--- config.mk ---
export PLATFORM = sky130hd
export DESIGN_NAME = lag_scan_scheduler
export DESIGN_NICKNAME = d
export VERILOG_FILES = /design/src/rtl/lag_scan_pkg.sv /design/src/rtl/lag_step_unit.sv /design/src/rtl/lag_scan_scheduler.sv
export SDC_FILE = /design/constraint.sdc
export NUM_CORES = 2
export LEC_CHECK = 0
export ABC_CLOCK_PERIOD_IN_PS = 14700
export CORE_AREA = 4 4 196 389
export CTS_CLUSTER_DIAMETER = 40
export DETAILED_ROUTE_END_ITERATION = 10
export DIE_AREA = 0 0 200 393
export PLACE_DENSITY = 0.86
export SLEW_MARGIN = 20
export SYNTH_ARGS = -nofsm -noshare
export SYNTH_HDL_FRONTEND = slang
export SYNTH_HIERARCHICAL = 1
export SYNTH_SLANG_ARGS = --single-unit
--- constraint.sdc ---
create_clock -name intclk -period 14.7 [get_ports intclk]
set_clock_uncertainty 0.15 [all_clocks]
set_input_delay 1.47 -clock intclk [delete_from_list [all_inputs] [get_ports intclk]]
set_output_delay 1.47 -clock intclk [all_outputs]
set_load 0.02 [all_outputs]
--- src/rtl/lag_scan_pkg.sv ---
// Shared types and default sizing for the lag-scan scheduler.
package lag_scan_pkg;

    localparam int DEF_NUM_INPUTS    = 8;
    localparam int DEF_LAG_WIDTH     = 20;
    localparam int DEF_INC_WIDTH     = 12;
    localparam int DEF_DWELL_WIDTH   = 24;
    localparam int DEF_SETTLE_CYCLES = 4;

    typedef enum logic [2:0] {
        ST_IDLE,
        ST_LOAD,
        ST_SETTLE,
        ST_INTEGRATE,
        ST_REQUEST,
        ST_WAIT_TX,
        ST_ADVANCE,
        ST_DONE
    } scan_state_t;

endpackage

--- src/rtl/lag_step_unit.sv ---
// One channel of the lag scan: shadowed config, current lag, and the
// "would the next step reach start+len" compare done one bit wider so a
// lag near the top of the range never wraps.
module lag_step_unit
    import lag_scan_pkg::*;
#(
    parameter int LAG_WIDTH = DEF_LAG_WIDTH,
    parameter int INC_WIDTH = DEF_INC_WIDTH
) (
    input  logic                 intclk,
    input  logic                 reset_n,
    input  logic                 load,
    input  logic                 step,
    input  logic [LAG_WIDTH-1:0] lag_start,
    input  logic [LAG_WIDTH-1:0] lag_len,
    input  logic [INC_WIDTH-1:0] lag_increment,
    output logic [LAG_WIDTH-1:0] lag_current,
    output logic                 finished
);

    logic [LAG_WIDTH-1:0] start_q;
    logic [LAG_WIDTH-1:0] len_q;
    logic [INC_WIDTH-1:0] inc_q;
    logic [LAG_WIDTH:0]   next_sum;
    logic [LAG_WIDTH:0]   limit;

    assign next_sum = {1'b0, lag_current} + {{(LAG_WIDTH+1-INC_WIDTH){1'b0}}, inc_q};
    assign limit    = {1'b0, start_q} + {1'b0, len_q};
    // A zero increment can never make progress, so treat it as done.
    assign finished = (inc_q == '0) || (next_sum >= limit);

    // Latch config at scan load; advance the lag only while not finished.
    always_ff @(posedge intclk or negedge reset_n) begin
        if (!reset_n) begin
            start_q     <= '0;
            len_q       <= '0;
            inc_q       <= '0;
            lag_current <= '0;
        end else if (load) begin
            start_q     <= lag_start;
            len_q       <= lag_len;
            inc_q       <= lag_increment;
            lag_current <= lag_start;
        end else if (step && !finished) begin
            lag_current <= next_sum[LAG_WIDTH-1:0];
        end
    end

endmodule

--- src/rtl/lag_scan_scheduler.sv ---
// Lag-scan sequencer: load lags, settle, integrate for the dwell, hand the
// frame to the packet generator, then step every enabled channel.
module lag_scan_scheduler
    import lag_scan_pkg::*;
#(
    parameter int NUM_INPUTS    = DEF_NUM_INPUTS,
    parameter int LAG_WIDTH     = DEF_LAG_WIDTH,
    parameter int INC_WIDTH     = DEF_INC_WIDTH,
    parameter int DWELL_WIDTH   = DEF_DWELL_WIDTH,
    parameter int SETTLE_CYCLES = DEF_SETTLE_CYCLES
) (
    input  logic                                 intclk,
    input  logic                                 reset_n,
    input  logic                                 enable,
    input  logic                                 start,
    input  logic                                 abort,
    input  logic [NUM_INPUTS-1:0]                scan_mask,
    input  logic [NUM_INPUTS-1:0][LAG_WIDTH-1:0] lag_start,
    input  logic [NUM_INPUTS-1:0][LAG_WIDTH-1:0] lag_len,
    input  logic [NUM_INPUTS-1:0][INC_WIDTH-1:0] lag_increment,
    input  logic [DWELL_WIDTH-1:0]               dwell,
    input  logic                                 tx_ready,
    input  logic                                 tx_done,
    output logic [NUM_INPUTS-1:0][LAG_WIDTH-1:0] lag_current,
    output logic                                 integrate,
    output logic                                 capture_start,
    output logic                                 tx_req,
    output logic                                 busy,
    output logic [15:0]                          step_index,
    output logic                                 done
);

    localparam int SCW = (SETTLE_CYCLES > 1) ? $clog2(SETTLE_CYCLES) : 1;

    scan_state_t            state, state_nx;
    logic [SCW-1:0]         settle_cnt;
    logic [DWELL_WIDTH-1:0] dwell_cnt;
    logic [DWELL_WIDTH-1:0] dwell_q;
    logic [NUM_INPUTS-1:0]  mask_q;
    logic [NUM_INPUTS-1:0]  fin;
    logic                   all_fin;
    logic                   run_ok;
    logic                   load_en;
    logic                   step_en;
    logic                   settle_last;
    logic                   dwell_last;

    assign run_ok      = enable && !abort;
    assign load_en     = (state == ST_LOAD) && run_ok;
    assign step_en     = (state == ST_ADVANCE) && run_ok;
    assign settle_last = (settle_cnt == SCW'(SETTLE_CYCLES - 1));
    assign dwell_last  = (dwell_cnt <= DWELL_WIDTH'(1));
    assign all_fin     = &(fin | ~mask_q);

    for (genvar i = 0; i < NUM_INPUTS; i++) begin : g_lane
        lag_step_unit #(
            .LAG_WIDTH (LAG_WIDTH),
            .INC_WIDTH (INC_WIDTH)
        ) u_step (
            .intclk        (intclk),
            .reset_n       (reset_n),
            .load          (load_en),
            .step          (step_en && mask_q[i]),
            .lag_start     (lag_start[i]),
            .lag_len       (lag_len[i]),
            .lag_increment (lag_increment[i]),
            .lag_current   (lag_current[i]),
            .finished      (fin[i])
        );
    end

    // Next-state and Moore outputs; abort/disable overrides everything.
    always_comb begin
        state_nx      = state;
        integrate     = 1'b0;
        capture_start = 1'b0;
        tx_req        = 1'b0;
        busy          = (state != ST_IDLE);
        done          = 1'b0;
        case (state)
            ST_IDLE:      if (start && enable) state_nx = ST_LOAD;
            ST_LOAD: begin
                capture_start = 1'b1;
                state_nx      = ST_SETTLE;
            end
            ST_SETTLE:    if (settle_last) state_nx = ST_INTEGRATE;
            ST_INTEGRATE: begin
                integrate = 1'b1;
                if (dwell_last) state_nx = ST_REQUEST;
            end
            ST_REQUEST: begin
                tx_req = 1'b1;
                if (tx_ready) state_nx = ST_WAIT_TX;
            end
            ST_WAIT_TX:   if (tx_done) state_nx = ST_ADVANCE;
            ST_ADVANCE:   state_nx = all_fin ? ST_DONE : ST_SETTLE;
            ST_DONE: begin
                done     = 1'b1;
                state_nx = ST_IDLE;
            end
            default:      state_nx = ST_IDLE;
        endcase
        if (state != ST_IDLE && !run_ok) state_nx = ST_IDLE;
    end

    // State register, settle/dwell counters, shadow mask/dwell, step count.
    always_ff @(posedge intclk or negedge reset_n) begin
        if (!reset_n) begin
            state      <= ST_IDLE;
            settle_cnt <= '0;
            dwell_cnt  <= '0;
            dwell_q    <= '0;
            mask_q     <= '0;
            step_index <= '0;
        end else begin
            state      <= state_nx;
            settle_cnt <= (state == ST_SETTLE && !settle_last) ? settle_cnt + 1'b1 : '0;
            // Reloaded every settle cycle so it is ready on the last one.
            if (state == ST_SETTLE)
                dwell_cnt <= (dwell_q == '0) ? DWELL_WIDTH'(1) : dwell_q;
            else if (state == ST_INTEGRATE)
                dwell_cnt <= dwell_cnt - 1'b1;
            if (load_en) begin
                mask_q     <= scan_mask;
                dwell_q    <= dwell;
                step_index <= '0;
            end
            if (step_en && !all_fin && step_index != 16'hFFFF)
                step_index <= step_index + 1'b1;
        end
    end

endmodule

* After elaboration in Yosys (flattened, before gate mapping) *
Index checks and enable logic that the tools add are counted.
W data, S select, Z words.

word-level totals
  word-level logic and storage cells = 183
  bits in registers = 653
  output and inout bits = 181
  input port bits = 455

operators by class
  magnitude comparators = 9
  bitwise gates (word level) = 2
  add/subtract/negate cells = 19
  muxes and demuxes = 34
  reductions and logical operators = 67
  eq/ne operators = 14

operator list
  cell                     number
  $mux W20                 16
  $add A20 B12 Y21         8
  $add A20 B20 Y21         8
  $ge A21 B21 Y1           8
  $logic_not A12 Y1        8
  $mux W24                 3
  $mux W16                 2
  $le A24 B1 Y1 const B    1
  $logic_and A1 B1 Y1      24
  $logic_not A24 Y1        1
  $pmux W3 S8              1
  $sub A24 B1 Y24 const B  1
  $mux W3                  7
  $reduce_bool A2 Y1       10
  $add A16 B1 Y16 const B  1
  $ne A16 B16 Y1 const B   1
  $ne A3 B3 Y1 const B     5
  $eq A3 B3 Y1 const B     4
  $logic_not A1 Y1         12
  $logic_or A1 B1 Y1       8
  $not A8 Y8               1
  $or A8 B8 Y8             1
  $reduce_and A8 Y1        1
  $eq A3 B2 Y1 const B     2
  8 further kinds          11

* Logic depth before layout (Yosys ltp) *
  depth after elaboration = 9
  mapped depth = 23
  depth with buffers taken out = 22

* By module *
The synthesis kept the hierarchy.

by module, submodules not included
  module                                 instances  sequential area each (um2)  area an instance (um2)  cells an instance
  lag_step_unit at g_lane[0].u_step ...  6          1801.7                      4943.5                  496
  lag_step_unit at g_lane[6].u_step ...  2          1801.7                      4888.4                  488
  lag_scan_scheduler                     1          1926.8                      4194.0                  483

* Worst setup path after synthesis *
No wires, ideal clock.

  path type = reg2reg
  start = register g_lane[2].u_step.lag_current[0]
  end = register step_index[11]
  buffers on the path = 1
  library setup time = 126 ps
  required time = 14424 ps
  setup slack = 9407 ps
  arrival time = 5017 ps
  period minus slack after synthesis = 5293 ps
  stages on the path, launching flop included = 22
  path through = dfrtp_1 > ha_1 > fa_1 > a211o_1 > a2111oi_2 > o31ai_2 > a41oi_2 > nor3_1 > and3_1 > ha_1 > nand4_1 > nor3_1 > nand3_1 > a21oi_2 > nor4_1 > inv_1 > nand2b_1 > o2111ai_1 > o21ai_1 > clkbuf_1 > nor3_1 > a221o_1

on the way
  word-level cells in the longest chain between the ends = 9
  elaborated cells on any way between the ends = 10
  classes of those cells = add/sub: 1; order compare: 1; mux: 1; bitwise: 1; reduce/logical: 6

ends and longest elaborated chain
  element                                         RTL line                   source
  start, declared                                 lag_step_unit.sv:17        output logic [LAG_WIDTH-1:0] lag_current,
  start signal, assigned                          lag_step_unit.sv:43        lag_current <= lag_start;
  start signal, assigned                          lag_step_unit.sv:45        lag_current <= next_sum[LAG_WIDTH-1:0];
  $add A20 B12 Y21 (*)                            lag_step_unit.sv:27        assign next_sum = {1'b0, lag_current} + {{(LAG_WIDTH+1-INC_WIDTH){1'b0}}, inc_q};
  $ge A21 B21 Y1 (*)                              lag_step_unit.sv:30        assign finished = (inc_q == '0) || (next_sum >= limit);
  $logic_or A1 B1 Y1 (*)                          lag_step_unit.sv:30
  named net fin[2]                                lag_scan_scheduler.sv:40   logic [NUM_INPUTS-1:0] fin;
  $or A8 B8 Y8 (*)                                lag_scan_scheduler.sv:53   assign all_fin = &(fin | ~mask_q);
  $reduce_and A8 Y1 (*)                           lag_scan_scheduler.sv:53
  $logic_not A1 Y1 (*)                            lag_scan_scheduler.sv:128  if (step_en && !all_fin && step_index != 16'hFFFF)
  $logic_and A1 B1 Y1 (*) (2 in a row)            lag_scan_scheduler.sv:128
  $mux W16 or $reduce_bool A2 Y1 (tied branches)  -
  end signal, assigned                            lag_scan_scheduler.sv:129  step_index <= step_index + 1'b1;
  end, declared                                   lag_scan_scheduler.sv:29   output logic [15:0] step_index,

Mark *: on every way through the listed nets, which the timed path passes. The rest lies on a longest branch.
A chain may end at the register's enable or synchronous reset.

* Worst setup path after layout *
  start = register g_lane[0].u_step.lag_current[0]
  end = register step_index[4]

on the way
  word-level cells in the longest chain between the ends = 9
  elaborated cells on any way between the ends = 10
  classes of those cells = add/sub: 1; order compare: 1; mux: 1; bitwise: 1; reduce/logical: 6

ends and longest elaborated chain
  element                                         RTL line
  start, declared                                 lag_step_unit.sv:17
  start signal, assigned                          lag_step_unit.sv:43
  start signal, assigned                          lag_step_unit.sv:45
  $add A20 B12 Y21 (*)                            lag_step_unit.sv:27
  $ge A21 B21 Y1 (*)                              lag_step_unit.sv:30
  $logic_or A1 B1 Y1 (*)                          lag_step_unit.sv:30
  named net fin[0]                                lag_scan_scheduler.sv:40
  $or A8 B8 Y8 (*)                                lag_scan_scheduler.sv:53
  $reduce_and A8 Y1 (*)                           lag_scan_scheduler.sv:53
  $logic_not A1 Y1 (*)                            lag_scan_scheduler.sv:128
  $logic_and A1 B1 Y1 (*) (2 in a row)            lag_scan_scheduler.sv:128
  $mux W16 or $reduce_bool A2 Y1 (tied branches)  -

Marks and branches as above.

==> impl_metrics.json <==
{
  "yosys_warnings": 6,
  "cts_buffer_depth": 3,
  "drc": 0,
  "clk_latency_ps": 670,
  "totalWireLength_mm": 135,
  "finalWorstSetupSlack_ps": 7940,
  "synth-edff-count": 0,
  "ys_seq_area_share_pct": 37.5,
  "slowest_stage": "o21ai_1",
  "die_h_um": 393,
  "hold_depth": 1,
  "drv_slew": 0,
  "worst-path-buf-inv": 1,
  "clk_pin_slew_ps": 60,
  "viasPerCell": 6.17,
  "setup_viol": 0,
  "cpLargestDelayFamily": "compound AO/OA/AOI/OAI gates",
  "cts_resized": 0,
  "synth.distinct_cells": 89,
  "hold_viol_final": 0,
  "worstReg2RegEnd": "step_index[4]",
  "io_pins": 636,
  "ant_nets": 0,
  "die_area_um2": 78600,
  "path_max_fanout": 14,
  "slew_headroom_pct": 25.1,
  "yosysTopAreaCellShare_pct": 37.5,
  "ys.flop_type": "dfrtp_1",
  "synth.avg_cell_area_um2": 9.84,
  "tritoncts": "built",
  "synth_area_um2": 43600,
  "grt_pass1_wl_mm": 207,
  "synthCells": 4435,
  "r2r_start": "g_lane[0].u_step/lag_current[0]",
  "wl_per_cell_um": 22.3,
  "nFillCells": 5320,
  "arrival_ps": 7170,
  "hpwl_mm": 104,
  "synthTopCellsByArea": "dfrtp_1 (37%), ha_1 (12%), mux2_2 (7.0%)",
  "ir_drop_v": 0.000197,
  "rsz0062_at_grt": "no",
  "synth_nets": 5334,
  "power_density_nw_per_um2": 295,
  "cts_sinks": 653,
  "row_count": 141,
  "ys_ff_latch": 653,
  "dp.cells": 5899,
  "start_util_pct": 59.3,
  "tightest_slew_ps": 1120,
  "path_class": "flop to flop",
  "dr.pass1.iters": 6,
  "grt_usage_pct": 33.4,
  "cp-end-kind": "flop",
  "final_nets": 5946,
  "r2r_slack_ps": 7940,
  "p_leak_nw": 23.5,
  "period_share_pct": 46.0,
  "fmax_ghz": 0.148,
  "place_congestion": 0.961,
  "drtIter0Drc": 2229,
  "hold_start": "settle_cnt[0]",
  "yosysTopAreaCell": "dfrtp_1",
  "instances_no_fill": 6060,
  "grt_start_max_net_pins": 167,
  "area_growth_pct": 22.5,
  "port_buffers": 635,
  "setup_tns_ps": 0,
  "synthTopCellsByCount": "dfrtp_1 (653), ha_1 (428), nand2_1 (407)",
  "dieWidth_um": 200,
  "grt-ovfl-total": 0,
  "hold_end": "settle_cnt[0]",
  "cp_cell_sequence": "ha_1, fa_1, a211o_1, a2111oi_2, o31ai_2, a41oi_2, nor3_1, and3_1, ha_1, nand4_1, nor3_1, nand3_1, a21oi_2, nor4_1, inv_1, nand2b_1, o2111ai_1, o21ai_1, o21ai_1, o221ai_1",
  "worst_ep_required_time_ps": 15110,
  "h-tree-depth": 3,
  "hp-class": "flop to flop",
  "ctsRootBufferMaster": "clkbuf_16",
  "core_area_um2": 73600,
  "grt_pass1_vias": 38700,
  "drv_cap": 0,
  "fin_crit_ps": 6760,
  "slowest_delay_ps": 910,
  "antenna_found_initial": 40,
  "hold_buffers": 0,
  "cts-buffers-inserted": 75,
  "startpoint_type": "flop",
  "yosysMostFrequentCell": "dfrtp_1",
  "dpl_worst_slack_ps": 8080,
  "status": "finished, final reports clean",
  "vias": 37400,
  "async_flop_share_pct": 100,
  "post-cts-setup-buffers": 0,
  "drive_gt1_share_pct": 10.2,
  "worst_r2r_path_depth": 20
}
-- through the flow --
| step | hold WS, ps | util, % | power (mW) | cell area (um^2) |
|---|---|---|---|---|
| floorplan | 265 | - | 10.7 | 43600 |
| global placement | 276 | 69.0 | 13.2 | 50800 |
| detailed placement | 286 | 69.0 | 13.6 | 50800 |
| CTS | 293 | 72.6 | 15.7 | 53400 |
| global route | 322 | 72.6 | 17.1 | 53400 |
| finish | 293 | 72.6 | 15.8 | 53400 |
-- per-layer routing --
| metal | wire (um) | GRT usage (%) | vias up | part of all wire [%] |
|---|---|---|---|---|
| met3 | 12000 | 10.2 | 408 | 8.9 |
| li1 | - | - | 17500 | - |
| met2 | 68200 | 59.3 | 1332 | 50 |
| met5 | 195 | 0 | - | 0.14 |
| met1 | 47100 | 35.3 | 18100 | 35 |
| met4 | 7680 | 17.4 | 28 | 5.7 |
-- final cells by class --
cell class	instances	area (um^2)	area share (%)
multi-input combinational	3389	25700	48.2
sequential	653	16300	30.6
timing repair buffer	656	6530	12.2
clock buffer	90	2050	3.84
tap	929	1160	2.17
inverter	272	1030	1.92
clock inverter	45	527	0.986
antenna	26	65.1	0.122
-- flip-flops by register name, indices dropped and copies added (netlist names) --
| name | count |
|---|---|
| g_lane.u_step/lag_current | 160 |
| g_lane.u_step/inc_q | 96 |
| g_lane.u_step/start_q | 160 |
| dwell_cnt | 24 |
| g_lane.u_step/len_q | 160 |
| dwell_q | 24 |
| step_index | 16 |
| mask_q | 8 |
| settle_cnt | 2 |
| state | 3 |
-- worst max-delay path by stage --
stage / from / endpoint / slack [ps] / cells after the start
floorplan: g_lane[2].u_step/lag_current[0] / step_index[11] / 9410 / 21
global placement: g_lane[2].u_step/lag_current[0] / step_index[3] / 8280 / 20
detailed placement: g_lane[0].u_step/lag_current[0] / step_index[5] / 8080 / 20
CTS: g_lane[0].u_step/lag_current[0] / step_index[5] / 8000 / 20
global route: g_lane[0].u_step/lag_current[0] / step_index[4] / 7580 / 20
finish: g_lane[0].u_step/lag_current[0] / step_index[4] / 7940 / 20
-- placed cells by master, fill, tap and decap left out, types with 41 or more instances in the layout --
master             n
xor2_1           125
nand3_1           85
mux2i_1          120
a21o_1           112
and3_1            51
o21ai_0          341
nor4_1            65
o211ai_1          41
nor2_1           142
a21oi_1          223
a31oi_1           50
nor3_1            68
nand2_1          407
mux2_2           273
dfrtp_1          653
clkdlybuf4s50_1  634
xnor2_1          160
o21bai_1          64
clkbuf_16         76
nand2b_1          50
o21ai_1           70
inv_1            271
ha_1             428
o21a_1            43
-- report_power, final --
group	internal, mW	switching (mW)
Combinational	4.52	5.88
Clock	1.09	0.861
Sequential	2.63	0.802
-- cells by family after synthesis --
family / count (synthesis) / synth area share, %
buffers and inverters: 393 / 3.57
muxes: 393 / 9.80
adders and majority gates: 444 / 13.0
and+or+nand+nor: 1049 / 12.3
AOI/OAI and AO/OA: 1218 / 18.1
xor gates and xnor gates: 285 / 5.72
DFF: 653 / 37.5
No activity file was read; power rests on OpenSTA's default activity.
